**config.mk**
```make
export PLATFORM = sky130hd
export DESIGN_NAME = demux_dispatcher
export DESIGN_NICKNAME = d
export VERILOG_FILES = /design/src/rtl/demux_pkg.sv /design/src/rtl/demux_chan_reg.sv /design/src/rtl/demux_dispatcher.sv
export SDC_FILE = /design/constraint.sdc
export NUM_CORES = 1
export LEC_CHECK = 0
export CORE_UTILIZATION = 47
export CTS_CLUSTER_DIAMETER = 150
export DETAILED_ROUTE_END_ITERATION = 12
export PLACE_DENSITY = 0.85
export SLEW_MARGIN = 20
export SYNTH_ARGS = -nofsm -noshare
export SYNTH_HDL_FRONTEND = slang
export SYNTH_SLANG_ARGS = --single-unit
```
**constraint.sdc**
```tcl
create_clock -name clk -period 4 [get_ports clk]
set_clock_uncertainty 0.05 [all_clocks]
set_input_delay 1 -clock clk [delete_from_list [all_inputs] [get_ports clk]]
set_output_delay 1 -clock clk [all_outputs]
set_load 0.01 [all_outputs]
```
**src/rtl/demux_pkg.sv**
```systemverilog
// demux_pkg: shared constants for the 1-to-4 demux dispatcher.
//   NCH           number of output channels
//   CH_W..CH_Z    channel indices (also the SEL encoding)
//   MODE_DIRECT   take the destination from the word's dest field
//   MODE_RR       take the destination from the round-robin pointer
package demux_pkg;

  localparam int NCH = 4;

  localparam logic [1:0] CH_W = 2'd0;
  localparam logic [1:0] CH_X = 2'd1;
  localparam logic [1:0] CH_Y = 2'd2;
  localparam logic [1:0] CH_Z = 2'd3;

  localparam logic MODE_DIRECT = 1'b0;
  localparam logic MODE_RR     = 1'b1;

endpackage

```
**src/rtl/demux_chan_reg.sv**
```systemverilog
// demux_chan_reg: one-entry output register with a valid/ready handshake.
// Ports:
//   clk, rst   rising-edge clock, synchronous active-high reset
//   load       write d into the entry this cycle
//   d          incoming word
//   ready      downstream consumer ready
//   valid      entry holds a word for the consumer
//   q          held word; changes only on load, never zeroed on drain
//   space      entry can take a word this cycle (empty, or draining now)
module demux_chan_reg
  import demux_pkg::*;
#(
  parameter int WIDTH = 2
) (
  input  logic             clk,
  input  logic             rst,
  input  logic             load,
  input  logic [WIDTH-1:0] d,
  input  logic             ready,
  output logic             valid,
  output logic [WIDTH-1:0] q,
  output logic             space
);

  always_ff @(posedge clk) begin
    if (rst) begin
      valid <= 1'b0;
      q     <= '0;
    end else if (load) begin
      // A load wins over a same-cycle drain: the old word leaves, the new
      // one takes its place and valid never drops.
      valid <= 1'b1;
      q     <= d;
    end else if (valid && ready) begin
      valid <= 1'b0;
    end
  end

  assign space = ~valid | ready;

endmodule

```
**src/rtl/demux_dispatcher.sv**
```systemverilog
// demux_dispatcher: handshaked 1-to-4 demux scheduler.
// Steers WIDTH-bit words from one valid/ready input to channels W/X/Y/Z,
// each backed by its own one-entry register so a stalled consumer blocks
// only its own channel.
// Ports:
//   clk, rst            rising-edge clock, synchronous active-high reset
//   A, dest, in_valid   input word, directed destination, word valid
//   in_ready            word is accepted this cycle (when in_valid)
//   mode                0 = directed (dest), 1 = round-robin (pointer)
//   W, X, Y, Z          channel data
//   out_valid/out_ready per-channel handshake, bit0=W .. bit3=Z
//   SEL                 current target channel
//   acc_cnt             running count of accepted words (wraps)
module demux_dispatcher
  import demux_pkg::*;
#(
  parameter int WIDTH = 2,
  parameter int CNT_W = 8
) (
  input  logic             clk,
  input  logic             rst,
  input  logic [WIDTH-1:0] A,
  input  logic [1:0]       dest,
  input  logic             in_valid,
  output logic             in_ready,
  input  logic             mode,
  output logic [WIDTH-1:0] W,
  output logic [WIDTH-1:0] X,
  output logic [WIDTH-1:0] Y,
  output logic [WIDTH-1:0] Z,
  output logic [NCH-1:0]   out_valid,
  input  logic [NCH-1:0]   out_ready,
  output logic [1:0]       SEL,
  output logic [CNT_W-1:0] acc_cnt
);

  logic [1:0]       ptr;
  logic [NCH-1:0]   load;
  logic [NCH-1:0]   space;
  logic [WIDTH-1:0] q [NCH];
  logic             accept;

  assign SEL = (mode == MODE_RR) ? ptr : dest;

  // Strict round-robin: only the selected channel's space matters, so a
  // full pointed-at channel stalls the input even if others are free.
  assign in_ready = ~rst & space[SEL];
  assign accept   = in_valid & in_ready;

  always_comb begin
    load = '0;
    if (accept) begin
      load[SEL] = 1'b1;
    end
  end

  for (genvar i = 0; i < NCH; i++) begin : g_chan
    demux_chan_reg #(
      .WIDTH (WIDTH)
    ) u_chan (
      .clk   (clk),
      .rst   (rst),
      .load  (load[i]),
      .d     (A),
      .ready (out_ready[i]),
      .valid (out_valid[i]),
      .q     (q[i]),
      .space (space[i])
    );
  end

  assign W = q[CH_W];
  assign X = q[CH_X];
  assign Y = q[CH_Y];
  assign Z = q[CH_Z];

  // The pointer only moves on round-robin accepts, so directed traffic
  // leaves it parked and round-robin resumes where it stopped.
  always_ff @(posedge clk) begin
    if (rst) begin
      ptr <= CH_W;
    end else if (accept && (mode == MODE_RR)) begin
      ptr <= ptr + 2'd1;
    end
  end

  always_ff @(posedge clk) begin
    if (rst) begin
      acc_cnt <= '0;
    end else if (accept) begin
      acc_cnt <= acc_cnt + 1'b1;
    end
  end

endmodule
```
==> flow_metrics.py, run 1 <==
metrics = {
    "finish": {
        "n_antenna_cell": 0,
        "final_cell_mix": "clkdlybuf4s50_1, dfxtp_1, mux2i_1, nor2_1, nand2_1",
        "final_common_cell": "clkdlybuf4s50_1",
        "stdcell_count": 172,
        "drive_above_1_share_pct": 11.0,
        "syn_to_final_growth_pct": 38.7,
        "nNetsFinal": 159,
    },
    "power_and_ir_drop": {
        "internal-power_mw": 0.320,
        "p_comb_share_pct": 16.5,
        "ir_drop_mv": 0.207,
        "swShare_pct": 24.6,
        "power_density_mw_per_mm2": 303,
        "p_switching_mw": 0.104,
        "seqPwrFrac_pct": 54.6,
        "p_total_mw": 0.424,
        "leakagePower_nw": 0.562,
        "clkPwrFrac_pct": 28.8,
    },
    "setup_path": {
        "arrival_ns": 2.69,
        "cp.required_ns": 2.95,
        "cp-end-kind": "output port",
        "crit_path_max_incr_delay_ns": 0.51,
        "critPathBufInv": 2,
        "crit_chain": "clkdlybuf4s50_1, mux2_4, mux2_2, nor2_1, a211oi_1, dlygate4sd2_1",
        "critical-path-top-delay-family": "buffers and inverters",
        "crit_path_max_fanout": 4,
        "start_kind": "input port",
        "path_class": "input port to output port",
        "critPathSlowestCell": "clkdlybuf4s50_1",
    },
    "timing": {
        "finalHoldViolCount": 0,
        "min_period_over_period_pct": 93.4,
        "layout_min_cycle_time_ns": 3.74,
        "relSlewSlack_pct": 49.4,
        "worstMarginPinSlew_ns": 0.756,
        "clock.fmax_mhz": 268,
        "rsz0062_at_grt": "no",
        "finalSetupViolations": 0,
        "final_max_slew_viol_count": 0,
    },
    "routing": {
        "drt_iter0_markers": 11,
        "ant_nets": 0,
        "wl_microns": 2350,
        "wire_per_inst_microns": 13.7,
        "via_per_inst": 5.28,
        "num_vias": 908,
        "drc_errors": 0,
        "drt_pass1_iterations": 4,
    },
    "floorplan": {
        "rows": 16,
        "die_y_microns": 48.4,
        "core_sq_mm": 0.00198,
        "die_w_microns": 48.4,
        "start_util_pct": 50.9,
        "die_area_sq_mm": 0.00234,
        "io_pins": 35,
    },
    "grt": {
        "grtUsageTotal_pct": 21.9,
        "antenna_found_initial": 0,
        "grt-ovfl-total": 0,
        "grt_max_degree": 22,
        "grt_pass1_vias": 878,
        "grt_pass1_wl_microns": 3980,
    },
    "synth": {
        "yosys.area.top_type_share_pct": 43.6,
        "yosys.area.top_type": "dfxtp_1",
        "synth_cell_type_count": 32,
        "synthCells": 110,
        "postSynthAreaPerCell_sq_um": 9.18,
        "ys_warn_count": 0,
        "syn-cell-area_sq_mm": 0.00101,
        "yosysSeqAreaShare_pct": 43.6,
        "ys_ff_latch": 22,
        "synth.area.top_cells": "dfxtp_1, mux2i_1, nor2_1",
        "synthesis.nets": 123,
    },
    "clock_tree": {
        "clockRootBuffer": "clkbuf_4",
        "cts_tree": "done",
        "numCtsBuffers": 3,
        "clk_pin_slew_ns": 0.11,
        "cts.sinks": 22,
        "htree_levels": 1,
        "clk_path_buf_depth": 2,
        "post-cts-setup-buffers": 0,
        "clkLatencyLatePin_ns": 0.31,
    },
    "place": {
        "placed_cells": 168,
        "port_buffers": 34,
        "detailed_place_hpwl_microns": 1800,
        "gp_congestion": 0.872,
    },
    "hold_path": {
        "hp-class": "flop to flop",
    },
    "flow_run": {
        "drv_cap": 0,
    },
    "status": {
        "status": "completed",
    },
}
[repair_timing]
item / in CTS / in global routing
gates resized for setup: 1 / 0
hold buffers: 0 / 0
endpoints found under the setup margin: 1 / 0
[layer usage]
| layer | wire length (microns) | vias to the layer above | GRT usage, % |
|---|---|---|---|
| li1 | - | 452 | - |
| met1 | 1040 | 430 | 25.9 |
| met2 | 1170 | 22 | 37.8 |
| met3 | 113 | 4 | 3.77 |
| met4 | 25 | 0 | 11.3 |
| met5 | 0 | - | 0 |
[state kept, by name, indices dropped and copies added, names as in the netlist]
signal	flops
g_chan.u_chan.valid	4
g_chan.u_chan.q	8
acc_cnt	8
ptr	2
[power groups by stage]
stage / clock network, mW / logic (mW) / registers [mW]
detailed placement: 0 / 0.0700 / 0.237
global route: 0.137 / 0.0756 / 0.233
floorplan: 0 / 0.0340 / 0.237
global placement: 0 / 0.0672 / 0.236
finish: 0.122 / 0.0702 / 0.232
CTS: 0.125 / 0.0698 / 0.232
[cell families (layout without fill, tap and decap cells)]
kind of cell | Yosys count | in the layout | share of synthesized area [%]
simple gates | 42 | 42 | 20.7
flops | 22 | 22 | 43.6
compound gates | 18 | 18 | 11.6
mux | 15 | 15 | 15.6
buf+inv | 11 | 46 | 6.32
fa+ha+maj | 1 | 1 | 1.24
xor+xnor | 1 | 1 | 0.868
[path summary, 6_finish.rpt]
kind / from / to / slack (ns) / cells after the start
hold / removal: acc_cnt[5] / acc_cnt[5] / 0.46 / 1
setup / recovery: mode / in_ready / 0.26 / 6
hold reg to reg: acc_cnt[5] / acc_cnt[5] / 0.46 / 1
setup reg to reg: ptr[0] / acc_cnt[5] / 1.87 / 7
[worst reg2reg max path, stage by stage (launching register included)]
cell and delay (ns):
dfxtp_1 0.35, mux2i_1 0.19, buf_4 0.16, inv_1 0.05
and3_2 0.23, a2bb2oi_1 0.62, o311ai_0 0.28, o41ai_1 0.11
[cell usage after synthesis]
cell and count:
nand4_1 1, mux2_4 1, a211oi_1 1, nand3_1 4
and3_1 1, xnor2_1 1, a2bb2oi_1 1, buf_6 1
or3_1 3, dfxtp_1 22, and2_1 1, inv_1 4
clkbuf_1 2, a21oi_1 7, nor2_1 12, mux2_1 1
o21ai_0 3, o21ai_1 1, a21oi_2 2, nor2b_1 1
and3_2 2, or3_2 1, a2bb2o_2 1, nand2b_1 4
nand3b_1 2, buf_4 4, ha_1 1, mux2i_1 12
mux2_2 1, o41ai_1 1, nand2_1 10, o311ai_0 1
[final cells by class]
| class | count | area (sq um) |
|---|---|---|
| fill | 153 | 582 |
| multi-input combinational | 77 | 505 |
| sequential | 22 | 440 |
| timing repair buffer | 38 | 369 |
| clock buffer | 4 | 36.3 |
| tap | 27 | 33.8 |
| inverter | 4 | 15.0 |
[stage by stage]
stage	TNS (ns)	setup slack (ns)	util [%]	area, sq um	hold slack (ns)
after global placement	0	0.00554	68.9	1370	0.414
final	0	0.262	70.6	1400	0.459
after CTS	0	0.270	70.6	1400	0.461
after detailed placement	-0.0196	-0.0196	68.9	1370	0.439
after floorplan	0	0.978	-	1010	0.400
after global routing	0	0.184	70.6	1400	0.481
Note: power is estimated with default switching activity, not from simulation.
==> inputs of run 2 (changes only) <==
- SETUP_SLACK_MARGIN: not set -> 0.3
==> run 2 against run 1 <==
Combinational power rose by 0.6%. First-iteration DRC count up 9.1%. Sequential cell count stayed put. Power is 0.41% higher. Via count decreased by 0.66%. Clock power is essentially flat. Sequential power about the same. Die area did not move. Critical path depth unchanged. Register-to-register slack about the same. Largest cell class unchanged. Highest routed layer unchanged.
==> flow_metrics.py, run 2 (same netlist as run 1, synthesis figures left out) <==
metrics = {
    "setup_path": {
        "crit_path_max_fanout": 4,
        "path_class": "input port to output port",
        "cp.required_ns": 2.95,
        "crit_path_max_incr_delay_ns": 0.51,
        "start_kind": "input port",
        "cp-end-kind": "output port",
        "critPathLaunch": "mode",
        "critPathSlowestCell": "clkdlybuf4s50_1",
        "arrival_ns": 2.55,
        "rr_startpoint": "ptr[0]",
        "crit_chain": "clkdlybuf4s50_1, buf_4, mux2i_1, buf_4, inv_1, clkdlybuf4s50_1",
        "reg2reg_slack_ns": 1.86,
    },
    "floorplan": {
        "start_util_pct": 50.9,
        "io_pins": 35,
        "die_y_microns": 48.4,
        "die_w_microns": 48.4,
        "rows": 16,
        "core_sq_mm": 0.00198,
        "die_area_sq_mm": 0.00234,
    },
    "timing": {
        "rsz0062_at_grt": "no",
        "worstMarginPinSlew_ns": 0.753,
        "fin_ws_ns": 0.397,
        "setup_tns_ns": 0,
        "relSlewSlack_pct": 49.6,
        "finalHoldViolCount": 0,
        "min_period_over_period_pct": 90.1,
        "final_max_slew_viol_count": 0,
        "finalSetupViolations": 0,
        "clock.fmax_mhz": 278,
        "layout_min_cycle_time_ns": 3.60,
        "timing.hold.ws_ns": 0.460,
    },
    "finish": {
        "ff_latch_area_sq_um": 440,
        "final_common_cell": "clkdlybuf4s50_1",
        "final_cell_mix": "clkdlybuf4s50_1, dfxtp_1, mux2i_1, nor2_1, nand2_1",
        "post-route-util_pct": 70.7,
        "fill_cells": 153,
        "nNetsFinal": 159,
        "drive_above_1_share_pct": 12.4,
        "syn_to_final_growth_pct": 38.8,
        "n_antenna_cell": 0,
        "reg_top3": "acc_cnt: 8 flops, g_chan.u_chan.q: 8 flops, g_chan.u_chan.valid: 4 flops",
        "multi_input_area_sq_um": 510,
    },
    "routing": {
        "ant_nets": 0,
        "drt_pass1_iterations": 4,
        "via_per_inst": 5.24,
        "num_vias": 902,
        "wl_microns": 2340,
        "drt_iter0_markers": 12,
        "wire_per_inst_microns": 13.6,
        "drc_errors": 0,
    },
    "clock_tree": {
        "cts_tree": "done",
        "htree_levels": 1,
        "clkLatencyLatePin_ns": 0.31,
        "clk_pin_slew_ns": 0.12,
        "cts.sinks": 22,
        "clk_path_buf_depth": 2,
        "clockRootBuffer": "clkbuf_4",
        "cts_hold_buf": 0,
        "numCtsBuffers": 3,
    },
    "grt": {
        "grt_max_degree": 22,
        "grtUsageTotal_pct": 22.1,
        "grt_pass1_wl_microns": 4040,
        "grt-ovfl-total": 0,
        "grt_pass1_vias": 894,
        "use_met1_pct": 26.3,
        "grt_use_met2_pct": 38.7,
        "grt-busiest-layer": "met2",
        "antenna_found_initial": 0,
        "grtUsageMet3_pct": 3.46,
    },
    "place": {
        "detailedPlace.worstSlack_ns": -0.0196,
        "port_buffers": 34,
        "detailed_place_hpwl_microns": 1800,
        "gp_congestion": 0.872,
    },
    "power_and_ir_drop": {
        "p_total_mw": 0.426,
        "power_density_mw_per_mm2": 304,
        "leakagePower_nw": 0.561,
        "ir_drop_mv": 0.207,
    },
    "hold_path": {
        "hold_start": "acc_cnt[5]",
        "hp-class": "flop to flop",
    },
    "flow_run": {
        "drv_cap": 0,
    },
    "status": {
        "status": "completed",
    },
}
run 2: area by class of cell:
type | instances | area share, %
clock buffers | 4 | 2.59
inverters | 4 | 1.07
multi-input cells | 77 | 36.4
flip-flops and latches | 22 | 31.4
well taps | 27 | 2.41
repair buffers | 38 | 26.1
run 2: worst paths after layout:
path / endpoint / cells past startpoint
worst max-delay path: SEL[0] / 6
worst min-delay path: acc_cnt[5] / 1
worst max register to register: acc_cnt[5] / 7
worst min register to register: acc_cnt[5] / 1
run 2: timing repair:
| action | 4_1_cts | 5_1_grt |
|---|---|---|
| setup buffers | 0 | 0 |
| gates resized for setup | 4 | 1 |
| setup endpoints to repair | 1 | 1 |
run 2: layer usage:
layer	vias to the layer above	routed length, microns
li1	453	-
met1	424	1060
met2	18	1150
met3	7	77
met4	0	57
met5	-	0
run 2: per-stage QoR:
stage                     instances  area [sq um]
after floorplan                 110          1010
after global placement          168          1370
after detailed placement        168          1370
after CTS                       172          1410
after global routing            172          1400
final                           172          1400
run 2: power breakdown:
part / switching [mW] / internal, mW
registers: 0.00580 / 0.226
clock network: 0.0680 / 0.0557
logic: 0.0321 / 0.0385
total: 0.106 / 0.320
run 2: critical path, delay by kind of cell:
family	cells	cell delay [ns]
buffers and inverters	5	1.34
multiplexers	1	0.22
